`src/rtl/sqemux_pkg.sv`:
```
// Shared types and helpers for the dynamic quadrant selector.
// The optional switch counter (SQEMUX_DYN_STATUS_EN) uses SW_CNT_W from here.
package sqemux_pkg;

    typedef enum logic [1:0] {
        ST_OFF    = 2'd0,
        ST_RUN    = 2'd1,
        ST_DRAIN  = 2'd2,
        ST_SETTLE = 2'd3
    } state_t;

    localparam int SW_CNT_W = 16;
    localparam int MAX_N    = 16;

    // Callers truncate the result to their own source count.
    function automatic logic [MAX_N-1:0] onehot(input logic [3:0] idx);
        logic [MAX_N-1:0] v;
        v      = '0;
        v[idx] = 1'b1;
        return v;
    endfunction

endpackage

```
`src/rtl/sqemux_dyn_timer.sv`:
```
// Loadable down-counter that times the DRAIN and SETTLE intervals.
// The done flag is high during the final cycle of the loaded interval.
module sqemux_dyn_timer #(
    parameter int MAX = 2,
    localparam int W = $clog2(MAX + 1)
) (
    input  logic         clk,
    input  logic         rst,
    input  logic         load,
    input  logic [W-1:0] load_val,
    output logic         done
);

    logic [W-1:0] cnt;

    always_ff @(posedge clk or posedge rst) begin
        if (rst) begin
            cnt <= '0;
        end else if (load) begin
            cnt <= load_val;
        end else if (cnt != '0) begin
            cnt <= cnt - W'(1);
        end
    end

    assign done = (cnt == W'(1));

endmodule

```
`src/rtl/sqemux_dyn.sv`:
```
// N-input quadrant source selector with break-before-make switchover.
// Define SQEMUX_DYN_STATUS_EN to add CNT_CLR and the SW_CNT switch counter.
module sqemux_dyn
    import sqemux_pkg::*;
#(
    parameter int N_IN   = 4,
    parameter int GAP    = 2,
    parameter int SETTLE = 2,
    localparam int SEL_W = $clog2(N_IN)
) (
    input  logic             CLK,
    input  logic             RST,
    input  logic [N_IN-1:0]  IN,
    input  logic             SEN,
    input  logic             DEN,
    input  logic [SEL_W-1:0] STATIC_SEL,
    input  logic             REQ_VLD,
    input  logic [SEL_W-1:0] REQ_SEL,
    output logic             REQ_RDY,
    output logic [N_IN-1:0]  GATE,
    output logic [SEL_W-1:0] SEL_Q,
    output logic             IZ,
    output logic             BUSY,
    output logic             DONE,
    output logic             ERR,
    output state_t           fsm_state
`ifdef SQEMUX_DYN_STATUS_EN
    ,
    input  logic                CNT_CLR,
    output logic [SW_CNT_W-1:0] SW_CNT
`endif
);

    localparam int MAX_T = (GAP > SETTLE) ? GAP : SETTLE;
    localparam int CNT_W = $clog2(MAX_T + 1);
    localparam logic [SEL_W:0] N_LIM = (SEL_W + 1)'(N_IN);

    state_t           state, state_n;
    logic [SEL_W-1:0] sel_n, tgt, tgt_n;
    logic             sw_flag, sw_n;
    logic             t_load, t_done;
    logic [CNT_W-1:0] t_val;
    logic             noop_n, err_n, sw_done;
    logic [N_IN-1:0]  gate_n;
    logic             busy_n, done_n;
    logic             en, dyn_mode, stat_mode, req_in_range;

    // Dynamic enable outranks static enable.
    assign dyn_mode     = DEN;
    assign stat_mode    = !DEN && SEN;
    assign en           = DEN || SEN;
    assign req_in_range = ({1'b0, REQ_SEL} < N_LIM);
    assign REQ_RDY      = (state == ST_RUN) && DEN;
    assign fsm_state    = state;

    sqemux_dyn_timer #(.MAX(MAX_T)) u_timer (
        .clk      (CLK),
        .rst      (RST),
        .load     (t_load),
        .load_val (t_val),
        .done     (t_done)
    );

    always_ff @(posedge CLK or posedge RST) begin
        if (RST) begin
            state   <= ST_OFF;
            SEL_Q   <= '0;
            tgt     <= '0;
            sw_flag <= 1'b0;
            GATE    <= '0;
            IZ      <= 1'b0;
            BUSY    <= 1'b0;
            DONE    <= 1'b0;
            ERR     <= 1'b0;
        end else begin
            state   <= state_n;
            SEL_Q   <= sel_n;
            tgt     <= tgt_n;
            sw_flag <= sw_n;
            GATE    <= gate_n;
            IZ      <= |(IN & GATE);
            BUSY    <= busy_n;
            DONE    <= done_n;
            ERR     <= err_n;
        end
    end

    always_comb begin
        state_n = state;
        sel_n   = SEL_Q;
        tgt_n   = tgt;
        sw_n    = sw_flag;
        t_load  = 1'b0;
        t_val   = CNT_W'(SETTLE);
        noop_n  = 1'b0;
        err_n   = 1'b0;
        if (!en) begin
            // Disabling drops any in-flight target without touching SEL_Q in DRAIN.
            state_n = ST_OFF;
            sw_n    = 1'b0;
        end else begin
            case (state)
                ST_OFF: begin
                    state_n = ST_SETTLE;
                    sw_n    = 1'b0;
                    t_load  = 1'b1;
                    t_val   = CNT_W'(SETTLE);
                    if (stat_mode) sel_n = STATIC_SEL;
                end
                ST_RUN: begin
                    if (dyn_mode) begin
                        if (REQ_VLD) begin
                            if (!req_in_range) begin
                                err_n = 1'b1;
                            end else if (REQ_SEL == SEL_Q) begin
                                noop_n = 1'b1;
                            end else begin
                                tgt_n   = REQ_SEL;
                                state_n = ST_DRAIN;
                                t_load  = 1'b1;
                                t_val   = CNT_W'(GAP);
                            end
                        end
                    end else if (STATIC_SEL != SEL_Q) begin
                        tgt_n   = STATIC_SEL;
                        state_n = ST_DRAIN;
                        t_load  = 1'b1;
                        t_val   = CNT_W'(GAP);
                    end
                end
                ST_DRAIN: begin
                    if (t_done) begin
                        sel_n   = tgt;
                        sw_n    = 1'b1;
                        state_n = ST_SETTLE;
                        t_load  = 1'b1;
                        t_val   = CNT_W'(SETTLE);
                    end
                end
                ST_SETTLE: begin
                    if (t_done) state_n = ST_RUN;
                end
                default: state_n = ST_OFF;
            endcase
        end
    end

    always_comb begin
        gate_n  = (state_n == ST_RUN) ? N_IN'(onehot(4'(sel_n))) : '0;
        busy_n  = (state_n == ST_DRAIN) || (state_n == ST_SETTLE);
        sw_done = (state == ST_SETTLE) && (state_n == ST_RUN) && sw_flag;
        done_n  = sw_done || noop_n;
    end

`ifdef SQEMUX_DYN_STATUS_EN
    always_ff @(posedge CLK or posedge RST) begin
        if (RST) begin
            SW_CNT <= '0;
        end else if (CNT_CLR) begin
            SW_CNT <= '0;
        end else if (sw_done && (SW_CNT != '1)) begin
            SW_CNT <= SW_CNT + SW_CNT_W'(1);
        end
    end
`endif

endmodule
```
`config.mk`:
```
export PLATFORM = sky130hd
export DESIGN_NAME = sqemux_dyn
export DESIGN_NICKNAME = d
export VERILOG_FILES = /design/src/rtl/sqemux_pkg.sv /design/src/rtl/sqemux_dyn_timer.sv /design/src/rtl/sqemux_dyn.sv
export SDC_FILE = /design/constraint.sdc
export NUM_CORES = 1
export LEC_CHECK = 0
export ABC_CLOCK_PERIOD_IN_PS = 4000
export CORE_UTILIZATION = 50
export DETAILED_ROUTE_END_ITERATION = 16
export GPL_TIMING_DRIVEN = 0
export PLACE_DENSITY_LB_ADDON = 0.08
export SKIP_CTS_REPAIR_TIMING = 1
export SLEW_MARGIN = 10
export SYNTH_ARGS = -nofsm -noshare
export SYNTH_HDL_FRONTEND = slang
export SYNTH_SLANG_ARGS = --single-unit
```
`constraint.sdc`:
```
create_clock -name CLK -period 4 [get_ports CLK]
set_input_delay 1 -clock CLK [delete_from_list [all_inputs] [get_ports CLK]]
set_output_delay 1 -clock CLK [all_outputs]
set_load 0.05 [all_outputs]
```
# --- Word level (Yosys, flattened, before mapping) ---
# Cells that the tools add are included.
word_totals:
  word_cells: 78
  out_inout_bits: 13
  register_bits: 16
classes:
  add_sub_neg: 1
  bitwise_logic: 1
  mux: 36
  order_cmp: 2
  n_eq_ne: 13
  reduce_logical: 16
op_table:
  columns: ["operator", "count"]
  rows:
  - ["2-bit two-way mux", 16]
  - ["1-bit two-way mux", 14]
  - ["2-bit equality test (second input constant)", 4]
  - ["2-bit one-hot mux with 4 select lines", 1]
  - ["2-bit by 1-bit equality test with 1-bit output (second input constant)", 3]
  - ["2-bit nonzero test", 3]
  - ["1-bit logical AND", 5]
  - ["2-bit by 5-bit < comparator with 1-bit output (second input constant)", 1]
  - ["5-bit AND reduction", 1]
  - ["4-bit bitwise AND", 1]
  - ["4-bit two-way mux", 1]
  - ["2-bit one-hot mux with 2 select lines", 1]
  - ["4-bit OR reduction", 1]
  - ["1-bit logical OR", 3]
  - ["3-bit by 1-bit != test with 1-bit output (second input constant)", 1]
  - ["3-bit != test (second input constant)", 1]
  - ["1-bit one-hot mux with 3 select lines", 1]
  - ["1-bit demux with 2-bit select", 1]
  - ["2-bit equality test", 1]
  - ["2-bit by 1-bit >= comparator with 1-bit output (second input constant)", 1]
  - ["2-bit zero test", 1]
  - ["2-bit by 1-bit != test with 1-bit output (second input constant)", 1]
  - ["2-bit != test", 1]
  - ["2-bit != test (second input constant)", 1]
  - ["4 further kinds", 4]

# --- Depth between registers and ports, before layout ---
logic_depth:
  depth_word: 10
  ltp_mapped: 7
  ltp_nobuf: 7

# --- By module ---
# Synthesis repeated with hierarchy kept, for this count alone.
hier_totals:
  cells_unflattened: 87
  area_unflattened_um2: 928.4
modules_own_cells:
  columns: ["mod", "area_each_um2", "instances", "cells_per_inst"]
  rows:
  - ["sqemux_dyn", 788.3, 1, 73]
  - ["sqemux_dyn_timer", 140.1, 1, 14]

# --- Least setup slack after synthesis ---
# Ideal clock, no wire load.
synth_timing:
  path_kind: "input -> output"
  startpoint: "input DEN"
  endpoint: "output REQ_RDY"
  n_path_buf: 1
  t_arrival_ns: 2.251
  path_slack_ns: 0.749
  t_required_ns: 3.000
  stages: 3
  path_cell_list: "buf_4 inv_1 nor3_1"
synth_between:
  elab_chain_cells: 1
synth_lines:
  columns: ["item", "line_no", "source"]
  rows:
  - ["start: declaration", "sqemux_dyn.sv:15", "input logic DEN,"]
  - ["1-bit logical AND", "sqemux_dyn.sv:53", "assign REQ_RDY = (state == ST_RUN) && DEN;"]
  - ["end: declaration", "sqemux_dyn.sv:19", "output logic REQ_RDY,"]
# No other way between the ends.

# --- Worst setup path in the final report ---
# Same ends and word-level chain as after synthesis.

==> impl_metrics.csv <==
group,metric,value,unit
outcome,status,"completed",
routing,drc_errors,0,
sta,skew,1.13,ps
power_and_ir_drop,p_leak,0.534,nW
critical_path,cpPeakStageDelay,830,ps
critical_path,path_max_fanout,10,
clock_network,htree_levels,1,
cells_and_area,area_growth,31.2,%
placed_design,placed_cells,140,
critical_path,crit_path_end_kind,"output pin",
routing,wl_per_cell,14.2,um
die,core_area,1750,um2
critical_path,cp_cell_sequence,"clkdlybuf4s50_1 > buf_4 > inv_1 > nor3_1 > clkdlybuf4s50_1",
yosys,ys_warn_count,0,
cells_and_area,seq_area,400,um2
power_and_ir_drop,peakVddDrop,0.000430,V
routing,totalWireLength,2.04,mm
sta,finalHoldViolCount,0,
cells_and_area,diodes,0,
critical_path,cp.required,3000,ps
critical_path,crit_type,"in -> out",
die,die_area,2060,um2
grt,grt_pass1_vias,766,
grt,track_usage,23.2,%
cells_and_area,multi_input_comb_area,494,um2
grt,overflow,0,
critical_path,startpoint_type,"primary input",
critical_path,slowest_stage,"clkdlybuf4s50_1",
die,io_pins,26,
placed_design,dp_hpwl,1.61,mm
run,maxCapViolCount,0,
routing,drt_pass1_iterations,4,
die,initial_core_util,53.9,%
die,rows,15,
cells_and_area,drive_above_1_share,16.9,%
yosys,synth-seq-area-share,42.6,%
grt,antenna_found_initial,0,
yosys,synth.top_cell.area_share,42.6,%
placed_design,pre_cts_ws,249,ps
cells_and_area,fillers,138,
placed_design,port_buffers,24,
yosys,yosys-top-cells-count,"dfrtp_1 (16), inv_1 (6), nor2_1 (5)",
sta,rsz0062_at_grt,"no",
sta,max_freq,268,MHz
yosys,yosys.area.top_type,"dfrtp_1",
sta,setup_viol,0,
yosys,yosysMostFrequentCell,"dfrtp_1",
yosys,ys_types,44,
hold_path,hold_class,"reg -> reg",
sta,relSlewSlack,59.1,%
yosys,synth_edf_count,0,
clock_network,clock-sinks,16,
sta,tightest_slew,613,ps
routing,ant_nets,0,
sta,finalWorstSetupSlack,265,ps
yosys,synth-seq-cells,16,
clock_network,cts_tree,"built",
yosys,avgSynthCellArea,10.3,um2
grt,grt_max_degree,17,
die,die_x,45.4,um
cells_and_area,fin_area,1230,um2
power_and_ir_drop,p_per_area,754,nW/um2
clock_network,clk_latency,290,ps
clock_network,cts_root_buffer,"clkbuf_4",
critical_path,arrival,2730,ps
clock_network,clkSlewWorstSetupHoldPaths,80,ps
power_and_ir_drop,finalPower,932,uW
placed_design,placed_cell_area,1210,um2
yosys,synthTopCellsByArea,"dfrtp_1 (43%), xor2_1 (2.8%), ha_1 (2.7%)",
sta,finalCritPeriodShare,93.4,%
cells_and_area,nets,135,
sta,finalSetupTns,0,ps
routing,via_count,789,
yosys,netlist_area,941,um2
placed_design,place_congestion,0.850,
routing,drt-vias-per-instance,5.52,
yosys,synth-main-ff-cell,"dfrtp_1",
sta,fin_crit,3730,ps
cells_and_area,fin_cells,143,
yosys,postSynthCellCount,91,
yosys,synth_nets,106,
routing,dr.first_iter.drc_count,16,
die,die_h,45.4,um
grt,grt_pass1_wl,3.42,mm
yosys,synthArstFlopShare,100,%
clock_network,cts_made_buffers,3,
sta,slew_viol_final,0,
clock_network,ctsLongestPathBuffers,2,
critical_path,cp_common_cell,"clkdlybuf4s50_1",
power by group:
group	internal (mW)	switching (mW)
Clock	0.0351	0.0481
Sequential	0.225	0.0551
Combinational	0.218	0.351
critical path: cells and delay by family:
kind                   cells  cell delay (ps)
buffers and inverters      4             1580
and+or+nand+nor            1              150
per-layer routing:
layer	share of wire (%)	GRT usage, %
met5	0	0
met4	1.0	7.27
met3	5.8	6.35
met2	48	36.6
met1	45	30.8
kinds of logic (layout without fill, tap and decap cells):
logic type / count (synthesis) / count (layout) / synth area share, %
simple gates: 29 / 29 / 19.4
other cells: 1 / 1 / 0.399
mux: 1 / 1 / 1.20
flops: 16 / 16 / 42.6
compound gates: 27 / 27 / 23.4
xor+xnor: 5 / 5 / 5.45
fa+ha+maj: 2 / 2 / 2.66
buf+inv: 10 / 37 / 4.92
path summary, 6_finish.rpt:
path,from,end,slack (ps),depth (start not counted)
setup / recovery,DEN,REQ_RDY,270,5
hold / removal,GATE[1]$_DFF_PP0_,IZ$_DFF_PP0_,500,2
setup reg to reg,u_timer.cnt[1]$_DFFE_PP0P_,GATE[0]$_DFF_PP0_,2320,7
hold reg to reg,GATE[1]$_DFF_PP0_,IZ$_DFF_PP0_,500,2
max in group asynchronous,RST,GATE[2]$_DFF_PP0_,2530,2
min in group asynchronous,RST,GATE[1]$_DFF_PP0_,1070,2
per-stage QoR:
stage / hold slack [ps] / utilization [%]
6_report: 504 / 70.8
5_1_grt: 551 / 70.8
4_1_cts: 504 / 70.8
3_5_place_dp: 484 / 69.5
3_3_place_gp: 477 / 69.5
2_1_floorplan: 482 / -
layout make-up:
| class | instances | area share [%] |
|---|---|---|
| multi-input combinational | 65 | 40.0 |
| tap | 25 | 2.53 |
| buffer | 3 | 1.62 |
| timing repair buffer | 24 | 19.5 |
| inverter | 7 | 2.13 |
| clock buffer | 3 | 1.82 |
| sequential | 16 | 32.4 |
sequential cells by signal (all words and copies together) (netlist names):
| signal | count |
|---|---|
| GATE | 4 |
| SEL_Q | 2 |
| fsm_state | 2 |
| tgt | 2 |
| u_timer.cnt | 2 |
| BUSY | 1 |
| DONE | 1 |
| IZ | 1 |
| sw_flag | 1 |
cell usage in the layout, fill, tap and decap left out, types with 3 or more instances in the layout:
cell type	count
a21oi_1	4
clkbuf_4	3
clkdlybuf4s50_1	24
dfrtp_1	16
inv_1	6
nand2_1	3
nand3_1	4
nor2_1	5
nor3_1	3
xor2_1	3
No activity file was read; power rests on OpenSTA's default activity.
